[config.mk]
export PLATFORM = sky130hd
export DESIGN_NAME = fetch_queue
export DESIGN_NICKNAME = d
export VERILOG_FILES = /design/src/rtl/fetch_queue.sv
export SDC_FILE = /design/constraint.sdc
export NUM_CORES = 1
export LEC_CHECK = 0
export BUFFER_PORTS_ARGS = -buffer_cell sky130_fd_sc_hd__clkbuf_2
export CAP_MARGIN = 15
export CORE_ASPECT_RATIO = 0.75
export CORE_UTILIZATION = 30
export DETAILED_ROUTE_END_ITERATION = 10
export GPL_ROUTABILITY_DRIVEN = 1
export PLACE_DENSITY = 0.56
export SYNTH_ARGS = -nofsm -noshare
export SYNTH_HDL_FRONTEND = slang
export SYNTH_SLANG_ARGS = --single-unit
[constraint.sdc]
create_clock -name clk -period 2.51 [get_ports clk]
set_input_delay 0.1255 -clock clk [delete_from_list [all_inputs] [get_ports clk]]
set_output_delay 0.1255 -clock clk [all_outputs]
set_load 0.05 [all_outputs]
[src/rtl/fetch_queue.sv]
// Instruction fetch queue: FetchPC drives instruction memory; fetched {PC, instr} pairs queue up for decode.
// Latency: fetch-to-head 1 edge on an empty queue, redirect-to-valid 2 edges.
// Backpressure: StallF holds the head; fetch stops when the queue is full with no pop; redirect flushes and overrides both.
module fetch_queue #(
  parameter int                    DATA_WIDTH = 32,
  parameter int                    DEPTH      = 4,
  parameter logic [DATA_WIDTH-1:0] RESET_PC   = '0
) (
  input  logic                         clk,
  input  logic                         rst,
  input  logic [DATA_WIDTH-1:0]        PCTargetE,
  input  logic                         PCSrcE,
  input  logic                         StallF,
  output logic [DATA_WIDTH-1:0]        ImemAddr,
  input  logic [DATA_WIDTH-1:0]        ImemRdata,
  output logic [DATA_WIDTH-1:0]        InstrF,
  output logic [DATA_WIDTH-1:0]        PCF,
  output logic [DATA_WIDTH-1:0]        PCPlus4F,
  output logic                         ValidF,
  output logic [$clog2(DEPTH+1)-1:0]   Occupancy
);

  localparam int PW = $clog2(DEPTH);
  localparam int OW = $clog2(DEPTH + 1);
  localparam logic [OW-1:0]         DEPTH_O = OW'(DEPTH);
  localparam logic [DATA_WIDTH-1:0] NOP     = DATA_WIDTH'(32'h00000013);
  localparam logic [DATA_WIDTH-1:0] ALIGN   = ~DATA_WIDTH'(3);

  logic [DATA_WIDTH-1:0] fetch_pc;
  logic [DATA_WIDTH-1:0] last_pc;
  logic [DATA_WIDTH-1:0] pc_mem    [DEPTH];
  logic [DATA_WIDTH-1:0] instr_mem [DEPTH];
  logic [PW-1:0]         head;
  logic [PW-1:0]         tail;
  logic [OW-1:0]         count;
  logic                  valid;
  logic                  pop;
  logic                  push;

  // Handshake decode: a redirect suppresses both push and pop in its cycle.
  always_comb begin
    valid = (count != '0);
    pop   = valid && !StallF && !PCSrcE;
    push  = !PCSrcE && ((count < DEPTH_O) || pop);
  end

  // Control state: fetch address, pointers, occupancy and the last seen head PC.
  always_ff @(posedge clk or posedge rst) begin
    if (rst) begin
      fetch_pc <= RESET_PC;
      last_pc  <= RESET_PC;
      head     <= '0;
      tail     <= '0;
      count    <= '0;
    end else begin
      if (valid) begin
        last_pc <= pc_mem[head];
      end
      if (PCSrcE) begin
        fetch_pc <= PCTargetE & ALIGN;
        head     <= '0;
        tail     <= '0;
        count    <= '0;
      end else begin
        if (push) begin
          fetch_pc <= fetch_pc + DATA_WIDTH'(4);
          tail     <= tail + PW'(1);
        end
        if (pop) begin
          head <= head + PW'(1);
        end
        if (push && !pop) begin
          count <= count + OW'(1);
        end else if (pop && !push) begin
          count <= count - OW'(1);
        end
      end
    end
  end

  // Entry storage needs no reset: occupancy alone decides what is valid.
  always_ff @(posedge clk) begin
    if (push) begin
      pc_mem[tail]    <= fetch_pc;
      instr_mem[tail] <= ImemRdata;
    end
  end

  // Head presentation: NOP while empty, PC outputs hold the last head value.
  always_comb begin
    ImemAddr  = fetch_pc;
    ValidF    = valid;
    Occupancy = count;
    PCF       = valid ? pc_mem[head] : last_pc;
    InstrF    = valid ? instr_mem[head] : NOP;
    PCPlus4F  = PCF + DATA_WIDTH'(4);
  end

endmodule

Word-level counts from Yosys, hierarchy flattened
Memories as Yosys holds them, arrays and structs flattened. Index checks and enable logic that the tools add are counted.

Memories kept: 2. Bits of input ports: 68. Logic and storage cells: 41. Register bits: 71. Bits in writable memories: 256.

Memory list: instr_mem (depth 4, bits a word 32, rd ports 1, clocked after memory_dff 0, wr ports 1, line 32) `logic [DATA_WIDTH-1:0] instr_mem [DEPTH];`; pc_mem (depth 4, bits a word 32, rd ports 1, clocked after memory_dff 0, wr ports 1, line 31) `logic [DATA_WIDTH-1:0] pc_mem [DEPTH];`.

Reduce and logical (&&, ||, !) cells: 14. $add $sub $neg: 6. Order comparisons: 1. Mux-type cells: 13.

Operators with widths (count): $mux 32 (4); $add 32x3->32 const B (2); $mux 3 (3); $mux 2 (4); $reduce_bool 3->1 (2); $logic_and 1x1->1 (5); $add 2x1->2 const B (2); $logic_not 1->1 (4); $reduce_bool 2->1 (2); $add 3x1->3 const B (1); $lt 3x3->1 const B (1); $sub 3x1->3 const B (1); $mux 1 (2); $logic_or 1x1->1 (1).

Logic depth before layout (Yosys ltp)
Gate-level depths: netlist of run 1.

Word-level depth: 10. Depth in mapped cells: 13.

Least setup slack after synthesis of run 1
Ideal clock, no wire load.

Kind: reg2out. From: register count[2], in the netlist Occupancy[2]. To: output PCPlus4F[26]. Path buffers: 3. Required time: 2385 ps. Setup slack: -2393 ps. Stages on the path, launching flop included: 13. Arrival: 4778 ps. Cell sequence: dfrtp_1 -> nor3_2 -> inv_2 -> buf_2 -> buf_2 -> buf_1 -> mux2i_1 -> inv_1 -> ha_1 -> o221ai_2 -> nand4bb_4 -> nor3_2 -> xnor2_1.

Cells in the longest elaborated chain, start to end: 3.

Ends and longest elaborated chain: start, declared (line 35) `logic [OW-1:0] count;`; start signal, assigned (line 73) `count <= count + OW'(1);`; start signal, assigned (line 75) `count <= count - OW'(1);`; $reduce_bool 3->1 (line 42) `valid = (count != '0);`; $mux 32 (line 94) `PCF = valid ? pc_mem[head] : last_pc;`; named net PCF[2] (line 17) `output logic [DATA_WIDTH-1:0] PCF,`; $add 32x3->32 (line 96) `PCPlus4F = PCF + DATA_WIDTH'(4);`; end, declared (line 18) `output logic [DATA_WIDTH-1:0] PCPlus4F,`.

The timed path passes the listed nets, and every way through them passes these cells.

Worst setup path in the final report of run 1
From: register head[0]. To: output PCPlus4F[22].

Cells in the longest elaborated chain, start to end: 3.

Ends and longest elaborated chain: start, declared (line 33) `logic [PW-1:0] head;`; start signal, assigned (line 70) `head <= head + PW'(1);`; $mem_v2 4x32; $mux 32 (line 94); $add 32x3->32 (line 96).

No other way between the ends.

==> flow_summary.toml, run 1 <==
[cells_and_area]
drive_gt1_frac = 0.421
area_delta_synth_final_pct = 42.4
final_cell_mix = "edfxtp_1, clkbuf_2, nand2_1"
nets = 1250
design_area_mm2 = 0.0189
final_common_cell = "edfxtp_1"
diodes = 0

[global_routing]
grt_pass1_wl_um = 51900
grt_use_met1 = 0.207
busiest_layer = "met2"
grt_max_degree = 69
use_met2 = 0.248
grtUsageTotal = 0.153
grt_use_met3 = 0.0357
antenna_found_initial = 0
grt_pass1_vias = 8452
grt_remaining_overflow = 0

[critical_path]
crit_fanout = 6
cp_top_family = "simple AND/OR/NAND/NOR gates"
startpoint_type = "flop"
worstPathArrival_ns = 2.99
slowest_delay_ns = 0.51
end_kind = "output pin"
crit_top_cell = "buf_12"
path_buf_inv = 3
worst_ep_required_time_ns = 2.38
critical_path_class = "reg -> out"
crit_chain = "buf_12, buf_4, mux4_2, and3_4, o221ai_4, nand4bb_4, nor2_2, xor2_4, buf_12"
critPathSlowestCell = "dfrtp_4"

[synthesis]
synth_edf_count = 248
synth.cell_area_mm2 = 0.0133
yosysTopAreaCell = "edfxtp_1"
ys_ff_latch = 317
synth.top_cells.by_area = "edfxtp_1, dfrtp_1, mux4_2, nand2_1, xnor2_1"
ys_types = 52
synth_cells = 827
synthArstFlopShare = 0.218
ys.flop_type = "edfxtp_1"
ys_warn_count = 0
synth_top_cell_area_share = 0.561
synth_area_per_cell_um2 = 16.0
ys_seq_area_frac = 0.692

[pwr]
leakage_nw = 7.19
intPower_w = 0.0154
pwr-share-clk = 0.195
power_switching_w = 0.0109
p_per_area_mw_per_mm2 = 1390
sequentialPowerShare = 0.266
ir_drop_v = 0.00131
comb_power_share = 0.539
swShare = 0.415

[timing]
setup_viol = 65
rsz0062_at_grt = "true"
min_period_over_period = 1.24
worst_pin_slew_ns = 0.718
fmax_mhz = 321
slew_violations = 0
period_minus_slack_ns = 3.11
tns_ns = -19.73
hold_violations = 0
timing.slew.headroom = 0.521
fin_worst_skew_ns = 0.0159
worst_slack_ns = -0.602

[floorplanning]
core_area_mm2 = 0.0435
chipWidth_um = 245
die-area_mm2 = 0.0451
io_pins = 200
die_y_um = 184
start_util = 0.305
placementRows = 66

[placed_design]
place_ws_ns = -0.146
dp_hpwl_um = 23100
gp_congestion = 0.753
portBuffers = 195
place_area_mm2 = 0.0165

[route]
vias_per_cell = 4.61
drt_pass1_iterations = 6
drt_iter0_drc = 416
ant_nets = 0
vias = 8208
route.detailed.drc = 0
drt_wl_total_um = 34400
wl_per_cell_um = 19.3

[clock_tree]
cts_tree = "built"
root_buffer = "clkbuf_16"
numCtsBuffers = 35
clk_latency_ns = 0.51
cts.clk_slew.worst_paths_ns = 0.06
cts_buffer_depth = 3
htreeDepth = 2
clock-sinks = 317

[run_status]
violations = "setup timing"
status = "finished, violations left"

[worst_hold_path]
min_path_type = "in -> async"

[job]
cap_violations = 0
## sequential cells by signal (all words and copies together), names as in the netlist
register / cells
Occupancy: 3
head: 2
tail: 2
pc_mem: 120
ImemAddr: 30
instr_mem: 128
last_pc: 32
## tightest hold or removal path: stages
cell and delay [ns]:
dlygate4sd3_1 0.53, clkbuf_2 0.11, clkinv_2 0.23
## logic make-up (layout without fill, tap and decap cells)
kind of cell               after synthesis  after routing  synth area share
adders and majority gates                7              7           0.00717
DFF                                    317            317             0.692
AOI/OAI and AO/OA                       49             49            0.0236
buffers and inverters                   56            429            0.0208
muxes                                   73             73             0.114
and+or+nand+nor                        263            263             0.102
xor gates and xnor gates                61             61            0.0403
other                                    1              2          0.000283
## layout make-up
| type | count | area, um2 |
|---|---|---|
| fillers | 3900 | 24600 |
| inverters | 17 | 78.8 |
| well taps | 578 | 723 |
| repair buffers | 349 | 3150 |
| flip-flops and latches | 317 | 9180 |
| clock inverters | 11 | 128 |
| clock buffers | 52 | 1020 |
| multi-input cells | 455 | 4610 |
## power groups by stage
stage          sequential (W)  clock [W]  combinational (W)
6_report              0.00699    0.00513             0.0142
5_1_grt               0.00707    0.00548             0.0149
4_1_cts               0.00699    0.00528             0.0140
3_5_place_dp          0.00707          0             0.0131
3_3_place_gp          0.00705          0             0.0130
2_1_floorplan         0.00725          0            0.00817
## synth_stat cells, drive strengths merged, types with 2 or more instances
master / count
edfxtp: 248
nand2: 121
inv: 17
nor3: 12
a21oi: 6
and4: 3
mux4: 62
o211ai: 2
nand3b: 2
nand2b: 6
nand3: 24
clkbuf: 17
o21ai: 34
and3: 8
xor2: 27
buf: 22
ha: 6
mux2: 2
or3: 3
nand4: 17
nor2: 23
xnor2: 34
mux2i: 9
and2: 35
or2: 5
dfrtp: 69
## repair_timing
item	CTS	global route
pin swaps	10	6
setup buffers	1	2
hold buffers	64	0
endpoints found under the hold margin	228	0
endpoints found under the setup margin	84	85
gates resized for setup	94	46
## metrics by stage
stage | utilization | cells | total power [W] | hold WS [ns]
final | 0.434 | 1779 | 0.0263 | 0.101
after global routing | 0.434 | 1779 | 0.0274 | 0.113
after CTS | 0.430 | 1777 | 0.0263 | 0.0912
after detailed placement | 0.380 | 1649 | 0.0201 | 0.0867
after global placement | 0.380 | 1649 | 0.0201 | 0.0840
after floorplan | - | 828 | 0.0154 | 0.224
## routing by layer
metal,wire (um),share of wire,vias up
li1,-,-,3788
met1,15500,0.45,4202
met2,16500,0.48,172
met3,1700,0.049,46
met4,716,0.021,0
met5,0,0,-
## final timing paths
kind                              start           end  slack, ns  cells after the start
hold / removal                      rst  ImemAddr[12]       0.10                      3
setup / recovery                head[0]  PCPlus4F[22]      -0.60                      9
max in group asynchronous           rst       head[0]       1.75                      4
setup reg to reg           Occupancy[2]  ImemAddr[29]       0.20                      7
min in group clk                 PCSrcE   ImemAddr[6]       0.23                      5
hold reg to reg              last_pc[1]    last_pc[1]       0.50                      1
(Power assumes the default switching activity.)
==> run 2, diff against run 1 <==
CTS_CLUSTER_DIAMETER = 200   (was unset)
SETUP_SLACK_MARGIN = 0.2   (was unset)
==> run 2 against run 1 <==
  * The run still ends with setup timing left
  * Critical path type unchanged
  * Largest cell class unchanged
  * Setup slack got worse by 0.087 ns
  * Wire length decreased by 2.1%
  * Sequential share of layout area decreased by 1.5 points
  * First-iteration DRC count increased by 16%
  * Highest routed layer unchanged
  * Core utilization increased by 1.4 points
==> flow_summary.toml, run 2 (same netlist as run 1, synthesis figures left out) <==
[route]
ant_nets = 0
vias_per_cell = 4.61
wl_per_cell_um = 18.7
route.detailed.drc = 0
vias = 8305
drt_wl_total_um = 33700
drt_iter0_drc = 482
drt_pass1_iterations = 4

[pwr]
ir_drop_v = 0.00136
intPower_w = 0.0165
swShare = 0.406
pwr-share-clk = 0.191
sequentialPowerShare = 0.253
power_switching_w = 0.0113
leakage_nw = 7.43
p_per_area_mw_per_mm2 = 1420
power.total_w = 0.0277
comb_power_share = 0.555

[timing]
fin_worst_skew_ns = 0.0153
period_minus_slack_ns = 3.20
rsz0062_at_grt = "true"
fmax_mhz = 313
timing.slew.headroom = 0.491
worst_slack_ns = -0.689
hold_violations = 0
min_period_over_period = 1.27
setup_viol = 70
tns_ns = -22.62
slew_violations = 0
worst_pin_slew_ns = 0.764

[placed_design]
portBuffers = 195
gp_congestion = 0.749
dp_hpwl_um = 22600

[global_routing]
antenna_found_initial = 0
grt_pass1_wl_um = 51600
grtUsageTotal = 0.152
grt_remaining_overflow = 0
grt_max_degree = 57
grt_pass1_vias = 8733

[cells_and_area]
reg.largest.list = "instr_mem: 128 flops, pc_mem: 120 flops, last_pc: 32 flops"
final_common_cell = "edfxtp_1"
largest-register = "instr_mem"
largest_reg_flops = 128
drive_gt1_frac = 0.450
final_cell_mix = "edfxtp_1, clkbuf_2, nand2_1"
area_delta_synth_final_pct = 47.0
nets = 1271
diodes = 0

[critical_path]
worstPathArrival_ns = 3.07
critPathLaunch = "head[0]"
worst_ep_required_time_ns = 2.38
crit-reg2reg-launch = "Occupancy[2]"
end_kind = "output pin"
crit_fanout = 10
critical_path_class = "reg -> out"
startpoint_type = "flop"
worstRegToRegCells = 8

[run_status]
violations = "setup timing"
status = "finished, violations left"

[clock_tree]
root_buffer = "clkbuf_16"
clock-sinks = 317
cts_buffer_depth = 3
numCtsBuffers = 36
cts.clk_slew.worst_paths_ns = 0.06
clk_latency_ns = 0.52
htreeDepth = 2
cts_tree = "built"

[floorplanning]
io_pins = 200
die_y_um = 184
start_util = 0.305
core_area_mm2 = 0.0435
chipWidth_um = 245
die-area_mm2 = 0.0451
placementRows = 66

[worst_hold_path]
min_path_type = "in -> async"

[job]
cap_violations = 0
[run 2: area by class of cell]
cell class | instances | area (um2)
Clock buffer | 42 | 955
Clock inverter | 22 | 236
Fill cell | 3771 | 24000
Inverter | 17 | 83.8
Multi-Input combinational cell | 455 | 4720
Sequential cell | 317 | 9190
Tap cell | 578 | 723
Timing Repair Buffer | 369 | 3600
[run 2: per-layer routing]
metal / global-route usage / part of all wire / vias up
met5: 0 / 0 / -
met4: 0.0365 / 0.018 / 0
met3: 0.0298 / 0.045 / 52
met2: 0.249 / 0.49 / 195
met1: 0.207 / 0.45 / 4221
li1: - / - / 3837
[run 2: timing repair]
action	in CTS	in global routing
hold endpoints to repair	186	0
gates resized for setup	107	40
setup buffers	7	10
pin swaps	15	11
hold buffers	66	0
setup endpoints to repair	92	101
[run 2: critical path, cell delays in order, from the launching register on]
cell	delay [ns]
dfrtp_4	0.51
buf_12	0.17
mux4_2	0.42
nand4_4	0.12
a221oi_4	0.42
buf_4	0.18
buf_6	0.10
and3_4	0.21
nand2_4	0.08
xnor2_4	0.19
buf_12	0.16
[run 2: metrics by stage]
| stage | hold slack (ns) | worst slack (ns) | util | instance area (um2) | std cells |
|---|---|---|---|---|---|
| floorplan | 0.224 | -0.913 | - | 13900 | 828 |
| global placement | 0.176 | -0.137 | 0.388 | 16900 | 1653 |
| detailed placement | 0.165 | -0.164 | 0.388 | 16900 | 1653 |
| CTS | 0.180 | -0.704 | 0.442 | 19200 | 1790 |
| global route | 0.243 | -0.769 | 0.448 | 19500 | 1800 |
| finish | 0.188 | -0.689 | 0.448 | 19500 | 1800 |
[run 2: final timing paths]
check / slack (ns) / endpoint
max in group asynchronous: 1.71 / head[1]
min in group clk: 0.36 / ImemAddr[19]
worst max-delay path: -0.69 / PCPlus4F[19]
worst min-delay path: 0.19 / last_pc[17]
worst min register to register: 0.52 / last_pc[1]
worst max register to register: 0.29 / ImemAddr[29]
[run 2: power by group through the flow]
| stage | clock [W] | sequential [W] | combinational, W |
|---|---|---|---|
| 2_1_floorplan | 0 | 0.00725 | 0.00825 |
| 3_3_place_gp | 0 | 0.00709 | 0.0141 |
| 3_5_place_dp | 0 | 0.00712 | 0.0142 |
| 4_1_cts | 0.00545 | 0.00703 | 0.0153 |
| 5_1_grt | 0.00564 | 0.00711 | 0.0161 |
| 6_report | 0.00530 | 0.00702 | 0.0154 |
